File: config.mk
export PLATFORM = sky130hd
export DESIGN_NAME = acl_txsched
export DESIGN_NICKNAME = d
export VERILOG_FILES = /design/src/rtl/acl_txsched.sv
export SDC_FILE = /design/constraint.sdc
export NUM_CORES = 1
export LEC_CHECK = 0
export ABC_AREA = 0
export BUFFER_PORTS_ARGS = -buffer_cell sky130_fd_sc_hd__buf_4
export CORE_UTILIZATION = 35
export DETAILED_ROUTE_END_ITERATION = 10
export HOLD_SLACK_MARGIN = 0.06
export PLACE_DENSITY = 0.58
export SLEW_MARGIN = 20
export SYNTH_ARGS = -nofsm -noshare
export SYNTH_HDL_FRONTEND = slang
export SYNTH_SLANG_ARGS = --single-unit
export TNS_END_PERCENT = 100
File: constraint.sdc
create_clock -name clk_6M -period 11.15 [get_ports clk_6M]
set_clock_uncertainty 0.15 [all_clocks]
set_input_delay 1.115 -clock clk_6M [delete_from_list [all_inputs] [get_ports clk_6M]]
set_output_delay 1.115 -clock clk_6M [all_outputs]
set_load 0.01 [all_outputs]
File: src/rtl/acl_txsched.sv
// Master-side ACL transmit scheduler: each master TX slot selects retransmission,
// poll of an overdue slave, or round-robin new data, and issues a TX command.
module acl_txsched #(
  parameter int MAX_RETX = 4,
  parameter int PCNT_W   = 8
) (
  input  logic              clk_6M,
  input  logic              rstz,
  input  logic              regi_isMaster,
  input  logic              connsnewmaster,
  input  logic [7:0]        regi_active_lt,
  input  logic [7:0]        regi_txpend,
  input  logic [PCNT_W-1:0] regi_tpoll,
  input  logic [7:0]        dec_flow,
  input  logic [7:0]        dec_arqn,
  input  logic              esco_resv,
  input  logic              ms_tslot_p,
  output logic [2:0]        ms_lt_addr,
  output logic              ms_txcmd_p,
  output logic              sched_poll,
  output logic              sched_retx,
  output logic              sched_flush_p
);

  typedef enum logic [1:0] {IDLE, ARB, ISSUE} state_t;

  localparam logic [3:0] MAX_RETX_C = 4'(MAX_RETX);

  state_t            state_q, state_d;
  logic              inflight_q;
  logic [3:0]        retx_cnt_q;
  logic [2:0]        data_lt_q;
  logic [2:0]        rr_ptr_q;
  logic              poll_q, retx_q;
  logic [PCNT_W-1:0] pcnt_q [1:7];

  logic              clear;
  logic              inflight_eff;
  logic              grant, grant_poll, grant_retx, grant_data;
  logic [2:0]        grant_lt;
  logic              flush, retire;
  logic              poll_hit, data_hit;
  logic [2:0]        poll_lt, data_lt, cand;

  // Next LT_ADDR k steps after base within the 1..7 ring.
  function automatic logic [2:0] wrap_lt(input logic [2:0] base, input int k);
    int v;
    v = int'(base) + k;
    if (v > 7) v = v - 7;
    return 3'(v);
  endfunction

  assign clear = !rstz || connsnewmaster;

  always_comb begin
    state_d      = state_q;
    grant        = 1'b0;
    grant_poll   = 1'b0;
    grant_retx   = 1'b0;
    grant_data   = 1'b0;
    grant_lt     = ms_lt_addr;
    flush        = 1'b0;
    retire       = 1'b0;
    poll_hit     = 1'b0;
    poll_lt      = 3'd1;
    data_hit     = 1'b0;
    data_lt      = 3'd1;
    cand         = 3'd1;
    inflight_eff = inflight_q && regi_active_lt[data_lt_q];

    for (int i = 7; i >= 1; i--) begin
      if (regi_tpoll != '0 && regi_active_lt[3'(i)] && pcnt_q[3'(i)] >= regi_tpoll) begin
        poll_hit = 1'b1;
        poll_lt  = 3'(i);
      end
    end

    // Scan backwards so the candidate closest to rr_ptr is the one left standing.
    for (int k = 6; k >= 0; k--) begin
      cand = wrap_lt(rr_ptr_q, k);
      if (regi_active_lt[cand] && regi_txpend[cand] && dec_flow[cand]) begin
        data_hit = 1'b1;
        data_lt  = cand;
      end
    end

    case (state_q)
      IDLE: if (ms_tslot_p && regi_isMaster) state_d = ARB;
      ARB: begin
        state_d = IDLE;
        if (regi_isMaster && !esco_resv) begin
          if (inflight_eff && !dec_arqn[data_lt_q] && retx_cnt_q < MAX_RETX_C) begin
            grant      = 1'b1;
            grant_retx = 1'b1;
            grant_lt   = data_lt_q;
          end else begin
            if (inflight_eff) begin
              retire = 1'b1;
              flush  = !dec_arqn[data_lt_q];
            end
            if (poll_hit) begin
              grant      = 1'b1;
              grant_poll = 1'b1;
              grant_lt   = poll_lt;
            end else if (data_hit) begin
              grant      = 1'b1;
              grant_data = 1'b1;
              grant_lt   = data_lt;
            end
          end
          if (grant) state_d = ISSUE;
        end
      end
      ISSUE: state_d = IDLE;
      default: state_d = IDLE;
    endcase

    if (!regi_isMaster) state_d = IDLE;
  end

  always_ff @(posedge clk_6M) begin
    if (clear) begin
      state_q    <= IDLE;
      inflight_q <= 1'b0;
      retx_cnt_q <= '0;
      data_lt_q  <= 3'd1;
      rr_ptr_q   <= 3'd1;
      ms_lt_addr <= 3'd1;
      poll_q     <= 1'b0;
      retx_q     <= 1'b0;
      for (int i = 1; i < 8; i++) pcnt_q[3'(i)] <= '0;
    end else begin
      state_q <= state_d;
      if (inflight_q && !regi_active_lt[data_lt_q]) begin
        inflight_q <= 1'b0;
        retx_cnt_q <= '0;
      end
      if (retire) begin
        inflight_q <= 1'b0;
        retx_cnt_q <= '0;
      end
      if (grant_retx) retx_cnt_q <= retx_cnt_q + 4'd1;
      if (grant_data) begin
        inflight_q <= 1'b1;
        retx_cnt_q <= '0;
        data_lt_q  <= grant_lt;
        rr_ptr_q   <= wrap_lt(grant_lt, 1);
      end
      if (state_d == ISSUE) begin
        ms_lt_addr <= grant_lt;
        poll_q     <= grant_poll;
        retx_q     <= grant_retx;
      end
      // Any grant restarts that link's poll interval once the command goes out.
      for (int i = 1; i < 8; i++) begin
        if (!regi_active_lt[3'(i)])
          pcnt_q[3'(i)] <= '0;
        else if (state_q == ISSUE && ms_lt_addr == 3'(i))
          pcnt_q[3'(i)] <= '0;
        else if (ms_tslot_p && regi_isMaster && pcnt_q[3'(i)] != '1)
          pcnt_q[3'(i)] <= pcnt_q[3'(i)] + 1'b1;
      end
    end
  end

  assign ms_txcmd_p    = (state_q == ISSUE) && regi_isMaster && !clear;
  assign sched_poll    = ms_txcmd_p && poll_q;
  assign sched_retx    = ms_txcmd_p && retx_q;
  assign sched_flush_p = flush && !clear;

endmodule
==> Yosys cells after proc, flatten, opt, wreduce, memory -nomap -nowiden <==
Memories as Yosys holds them, arrays and structs flattened.
Cells that the tools add are included.
{ "totals": {"ff_bits": 18, "ramBits": 56, "input_bits": 46, "output_inout_bits": 7, "mem_count": 1} }
{ "classes": {"addsub": 23, "order_cmp": 20, "n_eq_ne": 17, "n_mux": 203, "n_bitwise": 21, "n_reduce_logical": 56} }
{ "mem_list": {"columns": ["name", "depth", "width", "read_ports", "rd_ports_with_merged_regs", "wr", "line_no", "rtl"], "rows": [
  ["pcnt_q", 7, 8, 7, 0, 7, "35", "logic [PCNT_W-1:0] pcnt_q [1:7];"]
]} }
{ "op_table": {"columns": ["op", "count"], "rows": [
  ["$mux 8", 21],
  ["$mux 1", 128],
  ["$bmux 1 s3", 23],
  ["$mux 3", 22],
  ["$add 8x1->8 const B", 7],
  ["$ne 8x8->1 const B", 7],
  ["$logic_and 1x1->1", 45],
  ["$lt 3x4->1 const B", 8],
  ["$gt 4x3->1 const B", 7],
  ["$ge 8x8->1", 3],
  ["$sub 3x3->3 const B", 8],
  ["$or 1x1->1", 21],
  ["$add 3x3->4 const B", 3],
  ["$eq 3x3->1 const B", 4],
  ["$mux 4", 3],
  ["$mux 2", 5],
  ["$add 3x1->4 const B", 2],
  ["$add 3x2->4 const B", 2],
  ["$reduce_bool 8->1", 1],
  ["$eq 3x2->1 const B", 2],
  ["$reduce_bool 3->1", 2],
  ["$logic_not 1->1", 5],
  ["$add 4x1->4 const B", 1],
  ["$eq 2x2->1 const B", 2],
  ["other kinds (8)", 8]
]} }

==> Depth between registers and ports, before layout <==
{ "depth": {"depth_word": 24, "depth_mapped": 19, "mapped_depth_nobuf": 17} }

==> Least setup slack after synthesis <==
Ideal clock, no wire load.
{ "synth_path": {"kind": "register to register", "start": "register rr_ptr_q[0]", "end": "register rr_ptr_q[2]", "arrival_ns": 3.882, "t_required_ns": 10.868, "slack_ns": 6.985, "path_stages_with_launch": 19, "path_buffers": 3, "synth_period_minus_slack_ns": 4.165, "cell_sequence": "dfxtp_1 > buf_6 > buf_6 > inv_1 > ha_1 > buf_2 > mux2i_2 > mux2i_1 > o22ai_1 > or2_2 > nor3_4 > nand4_4 > a2111o_1 > a31oi_4 > ha_1 > inv_1 > o31ai_2 > xor2_1 > a21oi_1"} }
{ "synth_via": {"elab_chain_cells": 22} }
{ "synth_lines": {"columns": ["element", "line_no", "rtl"], "rows": [
  ["start: declaration", "33", "logic [2:0] rr_ptr_q;"],
  ["start signal: assignment", "147", "rr_ptr_q <= wrap_lt(grant_lt, 1);"],
  ["$add 3x3->4", "48", "v = int'(base) + k;"],
  ["$gt 4x3->1 / $sub 3x3->3 (equally long branches)", "49", "if (v > 7) v = v - 7;"],
  ["$mux 3", "49", null],
  ["$bmux 1 s3", "81", "if (regi_active_lt[cand] && regi_txpend[cand] && dec_flow[cand]) begin"],
  ["$mux 1 (implied by the code)", "81", null],
  ["$logic_and 1x1->1 (2 in series)", "81", null],
  ["$mux 3 / $mux 1 (equally long branches) (7 in series)", "81", null],
  ["$mux 3", "105", "end else if (data_hit) begin"],
  ["$mux 3", "101", "if (poll_hit) begin"],
  ["$mux 3", "92", "if (inflight_eff && !dec_arqn[data_lt_q] && retx_cnt_q < MAX_RETX_C) begin"],
  ["$mux 3", "91", "if (regi_isMaster && !esco_resv) begin"],
  ["$mux 3", "87", "case (state_q)"],
  ["$add 3x1->4", "48", null],
  ["$gt 4x3->1 / $sub 3x3->3 (equally long branches)", "49", null],
  ["$mux 3", "49", null]
]} }
Several ways; a longest one is shown, not always the timed one. The select of a mux whose other input is x is not followed.
A chain may end at the register's enable or synchronous reset.

==> Worst setup path after layout <==
Same ends and word-level chain as after synthesis.

==> impl_metrics.csv <==
group,metric,value,unit
sta,worst_pin_slew,0.994,ns
yosys,synth.largest_area_cell,"edfxtp_1",
critical_path,crit_start,"rr_ptr_q[0]$_SDFFE_PN1P_",
global_routing,grt_pass1_vias,3945,
yosys,netlist_instances,505,
yosys,async_flop_share,0,%
floorplan,ios,53,
cells_and_area,final_common_cell,"nor2_1",
pwr,powerDensity,75.2,nW/um2
detailed_routing,vias,4093,
detailed_routing,ant_nets,0,
pwr,total_power,0.000388,W
placed_design,pre_cts_slack,6.26,ns
sta,min_period_over_period,44.5,%
floorplan,die_area,13200,um2
critical_path,crit_fanout,22,
clocking,clock_latency,0.28,ns
critical_path,worstPathRequired,11.17,ns
critical_path,crit_type,"flop to flop",
detailed_routing,via_per_inst,5.67,
pwr,p_leak,2.18,nW
detailed_routing,post_drt_wl_per_cell,17.5,um
clocking,clkTransAtPathRegs,0.06,ns
detailed_routing,dr.pass1.iters,4,
global_routing,antenna_found_initial,0,
sta,setup_viol,0,
floorplan,initial_core_util,36.6,%
sta,rsz0062_at_grt,"no",
sta,hold_viol,0,
yosys,synth_top_family_by_area,"simple AND/OR/NAND/NOR gates",
yosys,synth_warnings,0,
cells_and_area,drive_gt1_share,17.3,%
yosys,synthMuxAreaShare,9.29,%
critical_path,crit_path_top_delay_cell,"dfxtp_1",
floorplan,die_w,115,um
job,drv_cap,0,
yosys,synth_top_area_share,16.1,%
floorplan,die_y,115,um
yosys,yosysSeqAreaShare,24.2,%
placed_design,io_buffers,52,
yosys,syn_area,4470,um2
yosys,synthTopCellsByArea,"edfxtp_1 16%, ha_1 12%, dfxtp_1 8.1%, mux2i_1 5.1%, nor2_1 4.7%",
cells_and_area,fillerInstances,1230,
hold_path,hold_path_depth,2,
sta,final.setup.tns,0,ns
critical_path,rr_startpoint,"rr_ptr_q[0]$_SDFFE_PN1P_",
yosys,synth_fa_ha_area_share,12.0,%
clocking,hold_buffers,0,
sta,fmax,0.201,GHz
critical_path,critPathLaunchType,"flop",
placed_design,place_congestion,0.904,
detailed_routing,drc,0,
global_routing,grt_max_degree,23,
yosys,synth_edf_count,24,
yosys,synth_compound_area_share,18.7,%
clocking,clock-sinks,42,
placed_design,dp_hpwl,10200,um
yosys,syn_avg_cell_area,8.85,um2
cells_and_area,final_cell_mix,"56 x nor2_1, 54 x buf_4, 43 x ha_1, 35 x nand3_1, 26 x inv_1",
critical_path,cp-end-kind,"flop",
clocking,cts_buffer_depth,2,
detailed_routing,wirelength,12600,um
floorplan,rows,40,
cells_and_area,syn2layout_area_growth,15.4,%
critical_path,slowest_delay,0.94,ns
yosys,ys_types,81,
floorplan,design.core.area,12200,um2
pwr,peakVddDrop,0.0677,mV
hold_path,min_path_type,"flop to flop",
cells_and_area,finalNetCount,642,
yosys,ys.flop_type,"edfxtp_1",
outcome,status,"finished clean",
critical_path,crit_chain,"inv_1, ha_1, mux2i_2, mux2i_1, o22ai_1, or2_2, nor3_4, nand4_4, a2111o_1, a31oi_4, ha_1, inv_1, o31ai_2, xor2_1, a21oi_1",
clocking,cts_resized,0,
yosys,yosys.area_share.simple,25.6,%
yosys,synth_xor_area_share,6.44,%
clocking,root_buffer,"clkbuf_16",
clocking,cts_setup_buffers,0,
sta,fin_ws,6.18,ns
detailed_routing,drt_first_iter_violations,246,
critical_path,r2r_cells,15,
global_routing,overflow,0,
sta,slew_headroom,32.8,%
global_routing,grt_use_total,20.0,%
cells_and_area,antenna_cells,0,
hold_path,hp-start,"retx_cnt_q[3]$_SDFFE_PP0P_",
clocking,cts_made_buffers,5,
yosys,ys_seq_elements,42,
sta,finalMaxSlewViolations,0,
global_routing,grt_pass1_wl,20600,um
clocking,tritoncts,"yes",
clocking,h-tree-depth,2,
sta,layout_min_cycle_time,4.97,ns
critical_path,crit_arrival,4.99,ns
yosys,synth_fp_nets,594,
power breakdown:
| group | internal [W] | switching (W) | leakage [nW] |
|---|---|---|---|
| clock network | 0.0000831 | 0.0000641 | 0.0679 |
| registers | 0.000167 | 0.00000501 | 0.427 |
| logic | 0.0000324 | 0.0000367 | 1.68 |
| total | 0.000282 | 0.000106 | 2.18 |
final timing paths:
| kind | endpoint | slack [ns] |
|---|---|---|
| max | rr_ptr_q[2]$_SDFFE_PN0P_ | 6.18 |
| min | retx_cnt_q[3]$_SDFFE_PP0P_ | 0.30 |
| max reg2reg | rr_ptr_q[2]$_SDFFE_PN0P_ | 6.18 |
| min reg2reg | retx_cnt_q[3]$_SDFFE_PP0P_ | 0.30 |
layout make-up:
type	count	area, um2	share of cell area, %
multi-input cells	424	3220	62.4
well taps	168	210	4.07
flip-flops and latches	42	1080	20.9
clock inverters	3	20.0	0.388
inverters	26	97.6	1.89
repair buffers	54	405	7.85
clock buffers	5	125	2.42
cells in the mapped netlist, types with 7 or more instances:
| master | count |
|---|---|
| o21a_1 | 7 |
| inv_1 | 26 |
| xor2_1 | 15 |
| dfxtp_1 | 18 |
| edfxtp_1 | 24 |
| mux2i_1 | 23 |
| nand3_1 | 35 |
| a211oi_1 | 11 |
| nand2b_1 | 13 |
| nor3_1 | 10 |
| and3_1 | 16 |
| nand2_1 | 23 |
| mux4_2 | 7 |
| clkbuf_1 | 7 |
| o21ai_0 | 20 |
| nor2_1 | 56 |
| a21oi_1 | 15 |
| nor2b_1 | 10 |
| xnor2_1 | 11 |
| ha_1 | 43 |
per-stage QoR:
| stage | cell area (um2) | hold slack, ns | utilization [%] | cells |
|---|---|---|---|---|
| 4_1_cts | 5160 | 0.305 | 42.3 | 722 |
| 3_5_place_dp | 5020 | 0.294 | 41.1 | 714 |
| 2_1_floorplan | 4470 | 0.270 | - | 505 |
| 5_1_grt | 5160 | 0.338 | 42.3 | 722 |
| 3_3_place_gp | 5020 | 0.285 | 41.1 | 714 |
| 6_report | 5160 | 0.300 | 42.3 | 722 |
state kept, by name, indices dropped and copies added, names as in the netlist:
signal	cells
rr_ptr_q	3
pcnt_q	24
retx_q	1
poll_q	1
retx_cnt_q	4
data_lt_q	3
ms_lt_addr	3
state_q	2
inflight_q	1
cells by family after synthesis:
| kind of cell | count (synthesis) |
|---|---|
| AND/OR/NAND/NOR | 207 |
| multiplexers | 32 |
| AO/OA/AOI/OAI | 113 |
| adder cells (fa/ha/maj) | 43 |
| XOR/XNOR | 29 |
| flip-flops | 42 |
| buffers and inverters | 39 |
worst max-delay path, delay by kind of cell (launching register included):
kind	cells	cell delay, ns
xor+xnor	1	0.16
simple gates	3	0.71
compound gates	5	1.21
flops	1	0.94
fa+ha+maj	2	0.72
mux	2	0.75
buf+inv	2	0.21
layer usage:
metal | up-vias | global-route usage [%] | wire (um)
met5 | - | 0 | 0
met4 | 0 | 6.23 | 290
met3 | 21 | 1.95 | 543
met2 | 135 | 31.4 | 5720
met1 | 1943 | 28.7 | 6090
li1 | 1994 | - | -
Note: power is estimated with default switching activity, not from simulation.
